[config.mk]
export PLATFORM = sky130hd
export DESIGN_NAME = ttt_game_ctrl
export DESIGN_NICKNAME = d
export VERILOG_FILES = /design/src/rtl/ttt_game_ctrl.sv
export SDC_FILE = /design/constraint.sdc
export NUM_CORES = 1
export LEC_CHECK = 0
export BUFFER_PORTS_ARGS = -buffer_cell sky130_fd_sc_hd__buf_4
export CELL_PAD_IN_SITES_DETAIL_PLACEMENT = 1
export CELL_PAD_IN_SITES_GLOBAL_PLACEMENT = 2
export CORE_UTILIZATION = 34
export CTS_CLUSTER_SIZE = 12
export DETAILED_ROUTE_END_ITERATION = 10
export PLACE_DENSITY_LB_ADDON = 0.1
export SYNTH_ARGS = -nofsm -noshare
export SYNTH_HDL_FRONTEND = slang
export SYNTH_SLANG_ARGS = --single-unit
[constraint.sdc]
create_clock -name clk -period 3.17 [get_ports clk]
set_input_delay 0.634 -clock clk [delete_from_list [all_inputs] [get_ports clk]]
set_output_delay 0.634 -clock clk [all_outputs]
set_load 0.02 [all_outputs]
[src/rtl/ttt_game_ctrl.sv]
// ttt_game_ctrl: tic-tac-toe game controller.
// Keeps the working board, cursor, turn and result, and publishes
// frame-synchronised shadow copies of the board and highlight mask for
// the renderer. States: PLAY (take input), CHECK (one-cycle line
// evaluation after a placement), OVER (result shown, only new_game works).
// Optional build macro: TTT_ALT_START_EN -- alternate the starting player
// on every new game instead of always starting with player1.
module ttt_game_ctrl #(
    parameter int START_CELL = 4
) (
    input  logic        clk,
    input  logic        reset,
    input  logic        btn_up,
    input  logic        btn_down,
    input  logic        btn_left,
    input  logic        btn_right,
    input  logic        btn_place,
    input  logic        new_game,
    input  logic        frame_start,
    output logic [17:0] disp_board,
    output logic [8:0]  disp_select,
    output logic        turn,
    output logic        game_over,
    output logic [1:0]  winner
);

    typedef enum logic [1:0] {PLAY, CHECK, OVER} state_t;

    // Cell triples for the 8 lines, listed in tie-break order:
    // rows, columns, main diagonal, anti-diagonal.
    localparam int LINES [8][3] = '{
        '{0, 1, 2}, '{3, 4, 5}, '{6, 7, 8},
        '{0, 3, 6}, '{1, 4, 7}, '{2, 5, 8},
        '{0, 4, 8}, '{2, 4, 6}
    };

    localparam logic [3:0] START = 4'(START_CELL);

    state_t      state;
    logic [17:0] board;
    logic [3:0]  cursor;
    logic [8:0]  win_mask;
`ifdef TTT_ALT_START_EN
    logic        start_player;
`endif

    logic [3:0]  cur_up, cur_down, cur_left, cur_right;
    logic [1:0]  col;
    logic        cell_empty;
    logic        win_found;
    logic [8:0]  win_line;
    logic        board_full;
    logic [8:0]  highlight;
    logic [1:0]  mover_code;

    // Wrap-around neighbours of the cursor within its row / column.
    always_comb begin
        col       = 2'(cursor % 4'd3);
        cur_up    = (cursor >= 4'd3) ? cursor - 4'd3 : cursor + 4'd6;
        cur_down  = (cursor <= 4'd5) ? cursor + 4'd3 : cursor - 4'd6;
        cur_left  = (col == 2'd0)    ? cursor + 4'd2 : cursor - 4'd1;
        cur_right = (col == 2'd2)    ? cursor - 4'd2 : cursor + 4'd1;
    end

    // Placement target, mover code and renderer highlight source.
    always_comb begin
        cell_empty = (board[{cursor, 1'b0} +: 2] == 2'b00);
        mover_code = turn ? 2'b10 : 2'b01;
        highlight  = (state == OVER) ? win_mask : (9'd1 << cursor);
    end

    // Line evaluation; scanning from the last line down lets the
    // lowest-numbered completed line win a tie.
    always_comb begin
        win_found  = 1'b0;
        win_line   = '0;
        board_full = 1'b1;
        for (int c = 0; c < 9; c++)
            board_full = board_full & (|board[2*c +: 2]);
        for (int i = 7; i >= 0; i--) begin
            if (board[2*LINES[i][0] +: 2] != 2'b00 &&
                board[2*LINES[i][0] +: 2] == board[2*LINES[i][1] +: 2] &&
                board[2*LINES[i][0] +: 2] == board[2*LINES[i][2] +: 2]) begin
                win_found = 1'b1;
                win_line  = '0;
                win_line[LINES[i][0]] = 1'b1;
                win_line[LINES[i][1]] = 1'b1;
                win_line[LINES[i][2]] = 1'b1;
            end
        end
    end

    // Game FSM, working registers and frame-synchronised shadows.
    always_ff @(posedge clk or posedge reset) begin
        if (reset) begin
            state       <= PLAY;
            board       <= '0;
            cursor      <= START;
            turn        <= 1'b0;
            winner      <= 2'b00;
            win_mask    <= '0;
            game_over   <= 1'b0;
            disp_board  <= '0;
            disp_select <= '0;
`ifdef TTT_ALT_START_EN
            start_player <= 1'b0;
`endif
        end else begin
            // Shadows take the pre-edge working values.
            if (frame_start) begin
                disp_board  <= board;
                disp_select <= highlight;
            end
            if (new_game) begin
                state     <= PLAY;
                board     <= '0;
                cursor    <= START;
                winner    <= 2'b00;
                win_mask  <= '0;
                game_over <= 1'b0;
`ifdef TTT_ALT_START_EN
                start_player <= ~start_player;
                turn         <= ~start_player;
`else
                turn         <= 1'b0;
`endif
            end else begin
                case (state)
                    PLAY: begin
                        if (btn_place) begin
                            if (cell_empty) begin
                                board[{cursor, 1'b0} +: 2] <= mover_code;
                                state <= CHECK;
                            end
                        end else if (btn_up)    cursor <= cur_up;
                        else if (btn_down)      cursor <= cur_down;
                        else if (btn_left)      cursor <= cur_left;
                        else if (btn_right)     cursor <= cur_right;
                    end
                    CHECK: begin
                        if (win_found) begin
                            winner    <= mover_code;
                            win_mask  <= win_line;
                            game_over <= 1'b1;
                            state     <= OVER;
                        end else if (board_full) begin
                            winner    <= 2'b11;
                            win_mask  <= '0;
                            game_over <= 1'b1;
                            state     <= OVER;
                        end else begin
                            turn  <= ~turn;
                            state <= PLAY;
                        end
                    end
                    OVER: ;
                    default: state <= PLAY;
                endcase
            end
        end
    end

endmodule

Yosys cells after proc, flatten, opt, wreduce, memory -nomap -nowiden:

Index checks and enable logic that the tools add are counted.

* memory bits (read-only): 0
* word-level logic and storage cells: 159
* memories kept: 0
* flip-flop bits (word level): 64
* bits in writable memories: 0
* latch bits: 0
* input port bits: 9

* equality and inequality tests: 25
* $lt $le $gt $ge: 2
* shifts and indexed selects: 4
* div/mod/pow operators: 1
* add/subtract/negate cells: 9
* reductions and logical operators: 44
* $mul: 0
* bitwise logic cells: 9
* multiplexer cells: 56

Operator list (number)
* $mux 9: 12
* $mux 18: 4
* $mux 4: 11
* $eq 2x2->1: 16
* $mux 2: 10
* $bwmux 18: 1
* $reduce_bool 2->1: 9
* $reduce_or 2->1: 9
* $shift 2x7->18 const A: 1
* $shiftx 18x6->2: 1
* $shiftx 2x7->18: 1
* $logic_and 1x1->1: 16
* $mux 1: 16
* $reduce_and 3->1: 4
* $shl 1x4->9 const A: 1
* $add 4x2->4 const B: 2
* $and 1x1->1: 8
* $sub 4x2->4 const B: 2
* $mux 7: 1
* $neg 5->7: 1
* $logic_not 2->1: 3
* $ne 2x2->1 const B: 3
* $ne 3x3->1 const B: 2
* $pmux 2 s3: 1
* other kinds (14): 15

Logic depth before layout (Yosys ltp):

* word-level depth: 14
* gate-level depth with buffers: 15

Worst setup path after synthesis:

No wires, ideal clock.

* path type: register to register
* start: register cursor[2]
* end: register cursor[2]
* clock period less this slack: 3.289 ns
* data required time: 3.095 ns
* stages on the path, launching flop included: 15
* buffers on the path: 1
* slack: -0.119 ns
* arrival time: 3.213 ns
* cells stage by stage: dfstp_2 buf_2 inv_1 nor2_1 ha_1 inv_1 ha_1 nor2b_1 a211oi_1 ha_1 and2_1 mux2i_2 mux2_2 o22ai_1 a2bb2oi_1

* cells in the longest elaborated chain, start to end: 10
* elaborated cells between the ends (all ways): 24
* those cells by class: add/sub (8); div (1); order compare (2); eq/ne (1); mux (11); reduce/logical (1)

Ends and longest elaborated chain
* start: declaration: line 41 `logic [3:0] cursor;`
* start signal: assignment: line 135 `end else if (btn_up) cursor <= cur_up;`
* start signal: assignment: line 136 `else if (btn_down) cursor <= cur_down;`
* start signal: assignment: line 137 `else if (btn_left) cursor <= cur_left;`
* $mod 4x2->4: line 58 `col = 2'(cursor % 4'd3);`
* $eq 2x2->1: line 62 `cur_right = (col == 2'd2) ? cursor - 4'd2 : cursor + 4'd1;`
* $mux 4: line 62
* $mux 4: line 138 `else if (btn_right) cursor <= cur_right;`
* $mux 4: line 137
* $mux 4: line 136
* $mux 4 (*): line 135
* $mux 4 (*): line 130 `if (btn_place) begin`
* $mux 4 (*): line 128 `case (state)`
* $mux 4 (*): line 114 `if (new_game) begin`

Mark *: on every way between the ends. The rest lies on a longest branch, timed or not. The select of a mux whose other input is x is not followed.
A chain may end at the register's enable or synchronous reset.

Worst setup path after layout:

* start: register cursor[2]
* end: register cursor[3]

The elaborated chain is that of the path after synthesis.

==> key figures <==
Status
  • Status: finished, violations left
  • Failing checks: design-rule violations

Pwr
  • Tot Pwr: around 2.6 mW
  • Leak pwr: ~2.2 nW
  • Pwr/cell area: around 530 nW/um2
  • Peak supply drop: ~0.24 mV

Worst setup path
  • Reg2reg end: cursor[3]
  • Crit path kind: register to register
  • Setup crit end kind: register
  • CP max FO: 5
  • FF-to-FF path depth: 14
  • FF-to-FF setup slack: 120 ps
  • Worst Path Required: around 3400 ps
  • Worst r2r src: cursor[2]
  • Worst Path Arrival: 3280 ps
  • Crit start category: register

Clocking
  • Clk_lat worst skew: roughly 350 ps
  • Clock buffer depth: 2
  • CTS HTree Levels: 3
  • Number of CTS-inserted buffers: 9
  • Clock root buffer: clkbuf_16
  • Worst-path clk slew: roughly 60 ps
  • TritonCTS clock tree: built
  • Clock sink count: 64

Final layout
  • Finished Core Util: 0.422
  • Final instance area: 4900 um2
  • Proportion of layout cells with a drive suffix above 1: 0.229
  • Commonest non-fill, non-tap cell in the layout: dfrtp_1
  • Syn-to-layout area delta: 19.1%
  • Ant. Diodes: 0
  • Final Instance Count excl. Fillers: ~630
  • Nets: between 500 and 600
  • Most frequent cells in the layout: dfrtp_1 (63), buf_4 (49), a21oi_1 (42)

Timing
  • Clock Skew: 7.88 ps
  • Final hold slack: 360 ps
  • Post-layout minimum cycle time: around 3000 ps
  • Max_slew headroom: 0.382
  • RSZ-0062 raised after global routing: yes
  • Setup TNS: 0 ps
  • Slew Viols, Final: 0
  • Worst Tran Pin Value: between 900 and 1000 ps
  • # setup viols final: 0
  • Achievable Freq: around 0.33 GHz
  • Setup ws final: about 120 ps
  • Final Hold Vio Count: 0
  • Crit share post-route: 0.961

Place
  • Placed Instances: slightly above 600
  • HPWL after DPL: about 9 mm
  • Post-Place Cell Area: about 4600 um2
  • Pre-CTS WS: 57.2 ps
  • GPL Wtd Cong: slightly above 0.8
  • Number of port buffers: 39

Synth
  • Synthesized flop and latch total: 64
  • Async set-reset flop share out of synthesis: 1.00
  • Top_reg_cell synth: dfrtp_1
  • Seq/Total Area, Yosys: 0.389
  • Syn Nets: roughly 470
  • Post-Syn Area: 4120 um2
  • Mean area per synthesized cell: about 9.3 um2
  • Distinct cell type count after synthesis: between 60 and 70
  • Gate Count Post-Synth: between 400 and 500
  • Post-synth EDFFs: 0
  • Synth warn: 0

Drt
  • Drt total wl: 12.4 mm
  • Vias: 3595
  • Drt via density: ~5.7
  • Routed Antenna Nets: 0
  • Number of DRC markers in iteration 0: between 100 and 150
  • Drt first pass iters: 7
  • # DRC: 2
  • WL/cell: ~20 um

Floorplan
  • Full die area: 12600 um2
  • Die W: about 110 um
  • Starting Density: 0.354
  • # IOs: 40
  • Die height: 112 um
  • Core Area: ~12000 um2
  • Row cnt: 39

Global routing
  • M1 GR Usage: 0.289
  • Busiest layer in global routing: met2
  • Vias in the first global route: 3655
  • GR Util met2: 0.329
  • Total Routing Usage GR: 0.209
  • Total gr overflow: 0
  • Largest net degree at the start of global routing: 65
  • Met3 Use GR: 0.0356
  • First-pass GRT wire length: between 20 and 25 mm
  • Initial antenna violation count: 0

Worst hold path
  • Worst Hold Class: primary input to async pin

Run
  • Max Cap Viol: 0
[what timing repair did]
| action | in CTS | in global routing |
|---|---|---|
| buffers inserted | 0 | 2 |
| hold buffers | 0 | 0 |
| gates resized for setup | 0 | 7 |
| setup endpoints to repair | 0 | 3 |
[power breakdown]
group | internal, mW | switching [mW] | leakage, nW
clock network | 0.536 | 0.439 | 0.129
registers | 0.861 | 0.0576 | 0.871
logic | 0.299 | 0.421 | 1.21
total | 1.70 | 0.917 | 2.21
[layout make-up]
class	count	area [um2]
clock buffer	9	225
timing repair buffer	50	388
clock inverter	7	53.8
sequential	64	1600
fill	1338	6710
tap	143	179
multi-input combinational	339	2390
inverter	15	60.1
[critical path: stages, from the launching register on]
cell and delay [ps]:
dfstp_2 550, clkinvlp_4 90, nor2_2 100, ha_2 180
inv_2 40, ha_4 160, and2b_1 220, a211oi_2 60
ha_1 200, a41o_4 270, or3_4 400, a22o_1 230
a21oi_2 150, a311oi_1 70, o22a_1 200
[cell usage after synthesis (4+ instances only)]
| cell | instances | area, um2 |
|---|---|---|
| ha_1 | 19 | 238 |
| a31oi_1 | 8 | 50.1 |
| mux2_2 | 19 | 214 |
| buf_2 | 11 | 55.1 |
| nand3b_1 | 8 | 60.1 |
| nor4_1 | 5 | 31.3 |
| a31o_2 | 6 | 52.6 |
| dfrtp_1 | 63 | 1580 |
| a211oi_1 | 6 | 45.0 |
| nand2b_1 | 7 | 43.8 |
| a21oi_1 | 42 | 210 |
| o22ai_1 | 5 | 31.3 |
| or3_1 | 12 | 75.1 |
| mux2i_1 | 13 | 130 |
| nor2b_1 | 14 | 87.6 |
| clkbuf_1 | 12 | 45.0 |
| nor2_1 | 42 | 158 |
| nor3_1 | 16 | 80.1 |
| o21ai_0 | 9 | 45.0 |
| inv_1 | 15 | 56.3 |
| and3_1 | 8 | 50.1 |
| nand2_1 | 17 | 63.8 |
| a22oi_1 | 4 | 30.0 |
| nand3_1 | 17 | 85.1 |
[logic make-up after synthesis]
logic type,synth area share
flops,0.389
simple gates,0.218
xor+xnor,0.00213
fa+ha+maj,0.0578
mux,0.0924
compound gates,0.197
buf+inv,0.0435
[flip-flops by register name, indices dropped and copies added, names as in the netlist, 2 cells and up]
signal,count
winner,2
win_mask,9
disp_select,9
cursor,4
board,18
state,2
disp_board,18
[routing by layer]
metal  vias to the layer above  wire length [um]
met3                        14               272
li1                       1738                 -
met5                         -                 0
met1                      1801              6220
met4                         0               166
met2                        42              5700
[worst max-delay path by stage]
| stage | endpoint | cells after the start | startpoint | slack (ps) |
|---|---|---|---|---|
| floorplan | cursor[3] | 13 | cursor[2] | -20 |
| global placement | cursor[0] | 14 | cursor[2] | 140 |
| detailed placement | cursor[3] | 14 | cursor[2] | 60 |
| CTS | cursor[3] | 14 | cursor[2] | 20 |
| global route | cursor[3] | 14 | cursor[2] | -60 |
| finish | cursor[3] | 14 | cursor[2] | 120 |
Power figures use the tool's default switching activity.
